<file path="src/rtl/plic_claim_sequencer_if.sv">
// Register-bus and handshake bundle between the claim sequencer and its environment.
// Signal suffixes are relative to the sequencer: master = sequencer, slave = bus/handler side.
interface plic_claim_sequencer_if #(
  parameter int unsigned SRCW = 5
);
  logic            reg_valid_o;
  logic            reg_write_o;
  logic [31:0]     reg_addr_o;
  logic [31:0]     reg_wdata_o;
  logic [3:0]      reg_wstrb_o;
  logic [31:0]     reg_rdata_i;
  logic            reg_ready_i;
  logic            reg_error_i;
  logic            irq_valid_o;
  logic [SRCW-1:0] irq_id_o;
  logic            irq_ready_i;
  logic            done_i;

  modport master (
    output reg_valid_o, reg_write_o, reg_addr_o, reg_wdata_o, reg_wstrb_o,
    input  reg_rdata_i, reg_ready_i, reg_error_i,
    output irq_valid_o, irq_id_o,
    input  irq_ready_i, done_i
  );

  modport slave (
    input  reg_valid_o, reg_write_o, reg_addr_o, reg_wdata_o, reg_wstrb_o,
    output reg_rdata_i, reg_ready_i, reg_error_i,
    input  irq_valid_o, irq_id_o,
    output irq_ready_i, done_i
  );
endinterface

</file>
<file path="src/rtl/plic_claim_sequencer.sv">
// PLIC claim/complete sequencer: claims an interrupt ID over the register bus, dispatches it
// to a handler, waits for completion, writes the ID back, then holds off one cycle.
module plic_claim_sequencer #(
  parameter int unsigned N_SOURCE = 30,
  parameter int unsigned SRCW     = $clog2(N_SOURCE + 1),
  parameter logic [31:0] CC_ADDR  = 32'h0020_0004,
  parameter int unsigned TIMEOUT  = 255
) (
  input  logic                          clk_i,
  input  logic                          rst_ni,
  input  logic                          eip_i,
  plic_claim_sequencer_if.master        bus,
  output logic                          busy_o,
  output logic                          err_o,
  input  logic                          clear_err_i,
  output logic [7:0]                    spurious_cnt_o
);

  localparam logic [7:0] TimeoutCnt = 8'(TIMEOUT);

  typedef enum logic [2:0] {
    StIdle,
    StClaim,
    StDispatch,
    StService,
    StComplete,
    StHoldoff
  } state_e;

  state_e          state_q;
  logic            reg_valid_q;
  logic            reg_write_q;
  logic [31:0]     reg_addr_q;
  logic [31:0]     reg_wdata_q;
  logic [3:0]      reg_wstrb_q;
  logic            irq_valid_q;
  logic [SRCW-1:0] irq_id_q;
  logic            busy_q;
  logic            err_q;
  logic [7:0]      spur_q;
  logic [7:0]      wait_q;

  logic            claim_zero;
  logic            claim_ok;
  logic [7:0]      wait_inc;
  logic            wait_expired;

  // Claim data classification and wait-counter lookahead.
  always_comb begin
    claim_zero   = (bus.reg_rdata_i == 32'd0);
    // Any non-zero upper bit makes the value exceed N_SOURCE, so one compare covers both checks.
    claim_ok     = !claim_zero && (bus.reg_rdata_i <= 32'(N_SOURCE));
    wait_inc     = wait_q + 8'd1;
    wait_expired = (wait_inc == TimeoutCnt);
  end

  // Sequencer FSM with all outputs registered alongside the state.
  always_ff @(posedge clk_i or negedge rst_ni) begin
    if (!rst_ni) begin
      state_q     <= StIdle;
      reg_valid_q <= 1'b0;
      reg_write_q <= 1'b0;
      reg_addr_q  <= '0;
      reg_wdata_q <= '0;
      reg_wstrb_q <= '0;
      irq_valid_q <= 1'b0;
      irq_id_q    <= '0;
      busy_q      <= 1'b0;
      err_q       <= 1'b0;
      spur_q      <= '0;
      wait_q      <= '0;
    end else begin
      // A later error set in the case below overrides this clear.
      if (clear_err_i) err_q <= 1'b0;

      unique case (state_q)
        StIdle: begin
          if (eip_i) begin
            state_q     <= StClaim;
            busy_q      <= 1'b1;
            reg_valid_q <= 1'b1;
            reg_write_q <= 1'b0;
            reg_addr_q  <= CC_ADDR;
            reg_wdata_q <= '0;
            reg_wstrb_q <= '0;
            wait_q      <= '0;
          end
        end

        StClaim: begin
          if (bus.reg_ready_i) begin
            reg_valid_q <= 1'b0;
            state_q     <= StHoldoff;
            if (bus.reg_error_i) begin
              err_q <= 1'b1;
            end else if (claim_zero) begin
              if (spur_q != 8'hFF) spur_q <= spur_q + 8'd1;
            end else if (claim_ok) begin
              irq_id_q    <= bus.reg_rdata_i[SRCW-1:0];
              irq_valid_q <= 1'b1;
              state_q     <= StDispatch;
            end else begin
              err_q <= 1'b1;
            end
          end else begin
            wait_q <= wait_inc;
            if (wait_expired) begin
              reg_valid_q <= 1'b0;
              err_q       <= 1'b1;
              state_q     <= StHoldoff;
            end
          end
        end

        StDispatch: begin
          if (bus.irq_ready_i) begin
            irq_valid_q <= 1'b0;
            state_q     <= StService;
          end
        end

        StService: begin
          if (bus.done_i) begin
            state_q     <= StComplete;
            reg_valid_q <= 1'b1;
            reg_write_q <= 1'b1;
            reg_addr_q  <= CC_ADDR;
            reg_wdata_q <= 32'(irq_id_q);
            reg_wstrb_q <= 4'hF;
            wait_q      <= '0;
          end
        end

        StComplete: begin
          if (bus.reg_ready_i) begin
            reg_valid_q <= 1'b0;
            state_q     <= StHoldoff;
            if (bus.reg_error_i) err_q <= 1'b1;
          end else begin
            wait_q <= wait_inc;
            if (wait_expired) begin
              reg_valid_q <= 1'b0;
              err_q       <= 1'b1;
              state_q     <= StHoldoff;
            end
          end
        end

        // One dead cycle lets the registered PLIC target drop eip before we sample it again.
        StHoldoff: begin
          state_q <= StIdle;
          busy_q  <= 1'b0;
        end

        default: begin
          state_q <= StIdle;
          busy_q  <= 1'b0;
        end
      endcase
    end
  end

  assign bus.reg_valid_o = reg_valid_q;
  assign bus.reg_write_o = reg_write_q;
  assign bus.reg_addr_o  = reg_addr_q;
  assign bus.reg_wdata_o = reg_wdata_q;
  assign bus.reg_wstrb_o = reg_wstrb_q;
  assign bus.irq_valid_o = irq_valid_q;
  assign bus.irq_id_o    = irq_id_q;
  assign busy_o          = busy_q;
  assign err_o           = err_q;
  assign spurious_cnt_o  = spur_q;

endmodule

</file>
<file path="src/flat_wrapper.sv">
// flat-port wrapper written by rule: the top's interface ports become plain ports
module plic_claim_sequencer_flat 
#(
  parameter int unsigned N_SOURCE = 30,
  parameter int unsigned SRCW     = $clog2(N_SOURCE + 1),
  parameter logic [31:0] CC_ADDR  = 32'h0020_0004,
  parameter int unsigned TIMEOUT  = 255
)
  (clk_i, rst_ni, eip_i, busy_o, err_o, clear_err_i, spurious_cnt_o, bus_reg_valid_o, bus_reg_write_o, bus_reg_addr_o, bus_reg_wdata_o, bus_reg_wstrb_o, bus_reg_rdata_i, bus_reg_ready_i, bus_reg_error_i, bus_irq_valid_o, bus_irq_id_o, bus_irq_ready_i, bus_done_i);
  plic_claim_sequencer_if #(.SRCW(SRCW)) bus_i ();
  input  logic clk_i;
  input  logic rst_ni;
  input  logic eip_i;
  output logic busy_o;
  output logic err_o;
  input  logic clear_err_i;
  output logic [7:0] spurious_cnt_o;
  output wire logic [$bits(bus_i.reg_valid_o)-1:0] bus_reg_valid_o;
  output wire logic [$bits(bus_i.reg_write_o)-1:0] bus_reg_write_o;
  output wire logic [$bits(bus_i.reg_addr_o)-1:0] bus_reg_addr_o;
  output wire logic [$bits(bus_i.reg_wdata_o)-1:0] bus_reg_wdata_o;
  output wire logic [$bits(bus_i.reg_wstrb_o)-1:0] bus_reg_wstrb_o;
  input wire logic [$bits(bus_i.reg_rdata_i)-1:0] bus_reg_rdata_i;
  input wire logic [$bits(bus_i.reg_ready_i)-1:0] bus_reg_ready_i;
  input wire logic [$bits(bus_i.reg_error_i)-1:0] bus_reg_error_i;
  output wire logic [$bits(bus_i.irq_valid_o)-1:0] bus_irq_valid_o;
  output wire logic [$bits(bus_i.irq_id_o)-1:0] bus_irq_id_o;
  input wire logic [$bits(bus_i.irq_ready_i)-1:0] bus_irq_ready_i;
  input wire logic [$bits(bus_i.done_i)-1:0] bus_done_i;
  assign bus_reg_valid_o = bus_i.reg_valid_o;
  assign bus_reg_write_o = bus_i.reg_write_o;
  assign bus_reg_addr_o = bus_i.reg_addr_o;
  assign bus_reg_wdata_o = bus_i.reg_wdata_o;
  assign bus_reg_wstrb_o = bus_i.reg_wstrb_o;
  assign bus_i.reg_rdata_i = bus_reg_rdata_i;
  assign bus_i.reg_ready_i = bus_reg_ready_i;
  assign bus_i.reg_error_i = bus_reg_error_i;
  assign bus_irq_valid_o = bus_i.irq_valid_o;
  assign bus_irq_id_o = bus_i.irq_id_o;
  assign bus_i.irq_ready_i = bus_irq_ready_i;
  assign bus_i.done_i = bus_done_i;
  plic_claim_sequencer #(.N_SOURCE(N_SOURCE), .SRCW(SRCW), .CC_ADDR(CC_ADDR), .TIMEOUT(TIMEOUT)) u_core (.clk_i(clk_i), .rst_ni(rst_ni), .eip_i(eip_i), .bus(bus_i), .busy_o(busy_o), .err_o(err_o), .clear_err_i(clear_err_i), .spurious_cnt_o(spurious_cnt_o));
endmodule
</file>
<file path="config.mk">
export PLATFORM = sky130hd
export DESIGN_NAME = plic_claim_sequencer_flat
export DESIGN_NICKNAME = d
export VERILOG_FILES = /design/src/rtl/plic_claim_sequencer_if.sv /design/src/rtl/plic_claim_sequencer.sv /design/src/flat_wrapper.sv
export SDC_FILE = /design/constraint.sdc
export NUM_CORES = 1
export LEC_CHECK = 0
export ABC_AREA = 1
export BUFFER_PORTS_ARGS = -buffer_cell sky130_fd_sc_hd__buf_4
export CORE_UTILIZATION = 45
export DETAILED_ROUTE_END_ITERATION = 6
export HOLD_SLACK_MARGIN = 0.06
export PLACE_DENSITY_LB_ADDON = 0.3
export SLEW_MARGIN = 10
export SYNTH_ARGS = -nofsm -noshare
export SYNTH_HDL_FRONTEND = slang
export SYNTH_SLANG_ARGS = --single-unit
</file>
<file path="constraint.sdc">
create_clock -name clk_i -period 1.7 [get_ports clk_i]
set_input_delay 0.085 -clock clk_i [delete_from_list [all_inputs] [get_ports clk_i]]
set_output_delay 0.085 -clock clk_i [all_outputs]
set_load 0.1 [all_outputs]
</file>
* Word-level counts from Yosys, hierarchy flattened
Cells that the tools add are included.
** Storage, ports and cells
- Register bits after elaboration :: 97
- Output and inout bits :: 86
** Operators by class
- Add/sub/neg operators :: 2
- $lt $le $gt $ge :: 1
- Eq/ne operators :: 15
- Muxes and demuxes :: 46
- Bitwise gates (word level) :: 3
- Reduce and logical (&&, ||, !) cells :: 17
** Operator list (count)
- two-way mux 32 bit :: 4
- one-hot mux 32 bit (2 select lines) :: 2
- <= comparator 32 x 5 -> 1 bit (second input constant) :: 1
- zero test 32 bit :: 1
- two-way mux 3 bit :: 9
- two-way mux 8 bit :: 3
- one-hot mux 8 bit (3 select lines) :: 1
- two-way mux 1 bit :: 18
- adder 8 x 1 -> 8 bit (second input constant) :: 2
- one-hot mux 3 bit (5 select lines) :: 1
- inequality test 2 bit (second input constant) :: 7
- AND reduction 5 bit :: 2
- equality test 8 bit (second input constant) :: 1
- two-way mux 4 bit :: 2
- inequality test 8 bit (second input constant) :: 1
- one-hot mux 1 bit (2 select lines) :: 4
- one-hot mux 4 bit (2 select lines) :: 1
- AND reduction 4 bit :: 2
- equality test 3 x 2 -> 1 bit (second input constant) :: 2
- AND reduction 3 bit :: 2
- AND reduction 6 bit :: 1
- nonzero test 2 bit :: 2
- OR reduction 4 bit :: 1
- equality test 3 x 1 -> 1 bit (second input constant) :: 1
- other kinds (11) :: 13

* Logic depth before layout (Yosys ltp)
- Depth in word-level cells :: 8
- Gate-level depth with buffers :: 12
- Gate-level depth less buffers :: 12

* Worst setup path before layout
Ideal clock, no wire load.
- Path type :: register to register
- Start :: register u_core.spur_q[1], in the netlist u_core.spurious_cnt_o[1]
- End :: register u_core.spur_q[4], in the netlist u_core.spurious_cnt_o[4]
- Setup time :: 163 ps
- Arrival time :: 1967 ps
- Required time :: 1537 ps
- Slack :: -430 ps
- Cell stages (with the launch flop) :: 10
- Path buffers :: 0
- Clock period less this slack :: 2130 ps
- Cells stage by stage :: dfrtp_1 -> ha_1 -> nand3_1 -> nor2_1 -> nand2_1 -> nor2_1 -> inv_1 -> nand3_2 -> nor2_1 -> xor2_1
** On the way
- Longest elaborated chain between the ends :: 2
- Elaborated cells on any way between the ends :: 3
- Classes of those cells :: add/sub (1); eq/ne (1); reduce/logical (1)
** RTL lines
- from (decl) :: RTL line plic_claim_sequencer.sv:40 : logic [7:0] spur_q;
- from (signal assigned) :: RTL line plic_claim_sequencer.sv:97 : if (spur_q != 8'hFF) spur_q <= spur_q + 8'd1;
- branches (longest 2 deep; another with adder 8 x 1 -> 8 bit)
Parallel ways; which one is timed is not known.
A chain may end at the register's enable or synchronous reset.

* Worst setup path in the final report
- Start :: register u_core.state_q[2]
- End :: register u_core.irq_id_q[2], in the netlist u_core.bus.irq_id_o[2]
** On the way
- Longest elaborated chain between the ends :: 2
** RTL lines
- from (decl) :: RTL line plic_claim_sequencer.sv:30 : state_e state_q;
- from (signal assigned) :: RTL line plic_claim_sequencer.sv:60 : state_q <= StIdle;
- from (signal assigned) :: RTL line plic_claim_sequencer.sv:79 : state_q <= StClaim;
- from (signal assigned) :: RTL line plic_claim_sequencer.sv:93 : state_q <= StHoldoff;
- equality test 3 x 1 -> 1 bit :: RTL line plic_claim_sequencer.sv:76 : unique case (state_q)
- AND reduction 5 bit (no line)
- to (signal assigned) :: RTL line plic_claim_sequencer.sv:99 : irq_id_q <= bus.reg_rdata_i[SRCW-1:0];
- to (decl) :: RTL line plic_claim_sequencer.sv:37 : logic [SRCW-1:0] irq_id_q;
No other way between the ends.

==> results by group <==
Synth
  • Mapped Cells: 305
  • Avg Cell Area, Syn: 7.729 um^2
  • Yosys Warn Count: 0
  • Synth area leader: dfrtp_1
  • Yosys top cell area share: 0.3715
  • Number of library cell types mapped by synthesis: 26
  • Seq/Total Area, Yosys: 0.3715
  • Area contributors post-synth: dfrtp_1 (37%), buf_4 (20%), nand2_1 (9.1%), nor2_1 (6.5%), inv_1 (5.6%)
  • Mapped cell area: 2357 um^2
  • Number of synthesized register bits: 35

Timing
  • Final Skew: 0.006713 ns
  • Count of final setup violators: 0
  • Final Max Slew Viols: 0
  • Worst setup margin: 0.05685 ns
  • Hold Fails Final Rpt: 0
  • Tmin final: 1.643 ns
  • Final period utilization: 0.9666
  • Fmax: 0.6086 GHz
  • RSZ-0062 raised after global routing: true
  • Setup_tns: 0 ns

Power and ir drop
  • VDD IR-drop max: 833.6 uV
  • Reg power frac: 0.311
  • Sw Pwr: 1.654 mW
  • P_int: 1.535 mW
  • Sw Share: 0.5186
  • Cell Pwr Density: 1073 nW/um^2
  • Pleak: 1.596 nW
  • Clk pwr share: 0.178
  • Comb pwr share: 0.511

Detailed routing
  • Vias: 1976
  • DRC: 0
  • Drt first pass iters: 4
  • Vias per std cell: 4.343
  • Routed len/inst: 10.63 um
  • Initial DRC count: 82
  • Drt total wl: 4.837 mm
  • Number of routed nets with antenna violations: 0

Clocking
  • Clk_lat worst skew: 0.28 ns
  • Clock tree buffer depth: 2
  • CTS Buf Count: 5
  • H-tree depth: 2
  • CTS Sinks: 35
  • CTS tree: yes
  • Clock transition at path regs: 0.07 ns
  • Root buf cell: clkbuf_8

Final layout
  • Non-filler cells, final: 455
  • # diodes: 0
  • Final Core Density: 0.6092
  • Design area: 2973 um^2
  • Share of cells above drive strength 1: 0.2964
  • Nets: 430
  • Area Overhead vs Synth: 26.11%

Global routing
  • Largest net degree at the start of global routing: 36
  • Total GRT Usage: 0.1763
  • Met2 usage: 0.2983
  • First-pass GRT wire length: 7.452 mm
  • GR Overflow Total: 0
  • Most Crowded Layer GR: met2
  • Vias in the first global route: 1723
  • Initial antenna violation count: 0
  • Met1 Usage GRT: 0.2270
  • GR met3 Demand/Resource: 0.03794

Place
  • Dpl cells: 435
  • Routability cong.: 0.8420
  • Placed inst area: 2719 um^2
  • PortBufs: 68
  • Dpl ws: 0.08223 ns
  • Post-DP HPWL: 3.746 mm

Setup path
  • Worst setup EP type: flip-flop
  • Crit-path cells: inv_2 -> nand2_2 -> nor2_4 -> inv_2 -> nor3_4 -> buf_4 -> nand3_4 -> mux2_4
  • WP buf/inv: 3
  • Worst setup path category: reg2reg
  • Critical Path Fanout Max: 6
  • Most used cell, CP: inv_2
  • Top delay family on crit path: simple AND/OR/NAND/NOR gates
  • Startpoint Class: flip-flop
  • Worst EP required: 1.87 ns
  • Slowest CP cell: dfrtp_1
  • Worst Path Arrival: 1.81 ns
  • CP peak stage delay: 0.40 ns

Die
  • Initial Util: 0.4831
  • Die ar.: 5532 um^2
  • Core box area: 4880 um^2
  • Io pins: 126
  • Core Rows: 25
  • Die X: 74.38 um
  • Chip height: 74.38 um

Status
  • Status: finished, final reports clean

Job
  • Max-cap violations: 0

Hold path
  • HP Class: in2reg
state kept, by name (all words and copies together), names as in the netlist:
name,flops
u_core.bus.irq_id_o,5
u_core.bus.irq_valid_o,1
u_core.bus.reg_addr_o,1
u_core.bus.reg_valid_o,1
u_core.bus.reg_wdata_o,5
u_core.bus.reg_wstrb_o,1
u_core.busy_o,1
u_core.err_o,1
u_core.spurious_cnt_o,8
u_core.state_q,3
u_core.wait_q,8
cell type report:
cell class / instances / area [um^2]
Timing Repair Buffer: 81 / 623.1
Fill cell: 464 / 1907
Clock buffer: 7 / 76.32
Multi-Input combinational cell: 227 / 1157
Tap cell: 67 / 83.83
Sequential cell: 35 / 888.4
Clock inverter: 1 / 5.005
Inverter: 37 / 138.9
cells in the final DEF (no fill, tap or decap), types with 5 or more instances in the layout:
master         netlist  routed
nor2_1              41      39
clkbuf_8             0       5
nand3_1             15      14
dlygate4sd3_1        0       6
o22ai_1              7       7
xor2_1               8       8
dfrtp_1             35      29
conb_1               1      57
o21ai_0              9       6
inv_1               35      33
nand2_1             57      56
buf_4               62      75
what timing repair did:
action,CTS,global route
endpoints found under the hold margin,40,0
buffers inserted,0,6
resized for setup,0,21
endpoints found under the setup margin,0,23
hold buffers,6,0
per-stage QoR:
stage | power [mW] | hold slack (ns)
global placement | 2.557 | 0.06219
CTS | 3.157 | 0.08932
global route | 3.370 | 0.1141
floorplan | 2.380 | -0.2106
detailed placement | 2.571 | 0.06427
finish | 3.190 | 0.09529
worst register-to-register path, delay by kind of cell, from the launching register on:
family	cells	cell delay, ns
mux	1	0.33
buf+inv	3	0.29
flops	1	0.40
simple gates	4	0.53
power by group through the flow:
stage | clock network, mW | logic, mW | registers (mW)
floorplan | 0 | 1.14 | 1.24
global placement | 0 | 1.55 | 1.00
detailed placement | 0 | 1.57 | 1.00
CTS | 0.587 | 1.58 | 0.990
global route | 0.623 | 1.74 | 1.00
finish | 0.568 | 1.63 | 0.991
final timing paths:
| check | to | from | slack, ns | cells past startpoint |
|---|---|---|---|---|
| max | u_core.bus.irq_id_o[2]$_DFFE_PN0P_ | u_core.state_q[2]$_DFFE_PN0P_ | 0.06 | 8 |
| min | u_core.busy_o$_DFFE_PN0P_ | eip_i | 0.1 | 3 |
| max reg2reg | u_core.bus.irq_id_o[2]$_DFFE_PN0P_ | u_core.state_q[2]$_DFFE_PN0P_ | 0.06 | 8 |
| min reg2reg | u_core.bus.reg_wdata_o[1]$_DFFE_PN0P_ | u_core.bus.reg_wdata_o[1]$_DFFE_PN0P_ | 0.48 | 2 |
| max in group asynchronous | u_core.spurious_cnt_o[0]$_DFFE_PN0P_ | rst_ni | 1.06 | 2 |
| min in group asynchronous | u_core.bus.reg_wdata_o[3]$_DFFE_PN0P_ | rst_ni | 0.29 | 2 |
kinds of logic after synthesis:
kind of cell             synth area share
flip-flops                         0.3715
AO/OA/AOI/OAI                     0.05573
buffers and inverters              0.2564
AND/OR/NAND/NOR                    0.2426
multiplexers                      0.01911
other                            0.001591
XOR/XNOR                          0.03716
adder cells (fa/ha/maj)           0.01593
Yosys cell counts:
cell type and count:
a21oi_1 4, xnor2_1 2, nor3_1 4, or2_2 2, nand3_2 2, a21oi_2 1
nor2_4 2, xor2_1 8, o21ai_1 1, inv_1 35, nand2_1 57, o22ai_1 7
inv_2 2, a22o_1 1, mux2_2 4, ha_1 3, dfrtp_1 35, nand2_2 1
nor2_1 41, nand4_1 3, nand3_1 15, o21ai_0 9, conb_1 1, nor3_4 1
buf_4 62, nor2_2 2
metal layers:
| layer | wire, um | part of all wire | vias up |
|---|---|---|---|
| li1 | - | - | 990 |
| met1 | 2064 | 0.43 | 911 |
| met2 | 2486 | 0.51 | 67 |
| met3 | 235 | 0.049 | 8 |
| met4 | 51 | 0.011 | 0 |
| met5 | 0 | 0 | - |
Note: power is estimated with default switching activity, not from simulation.
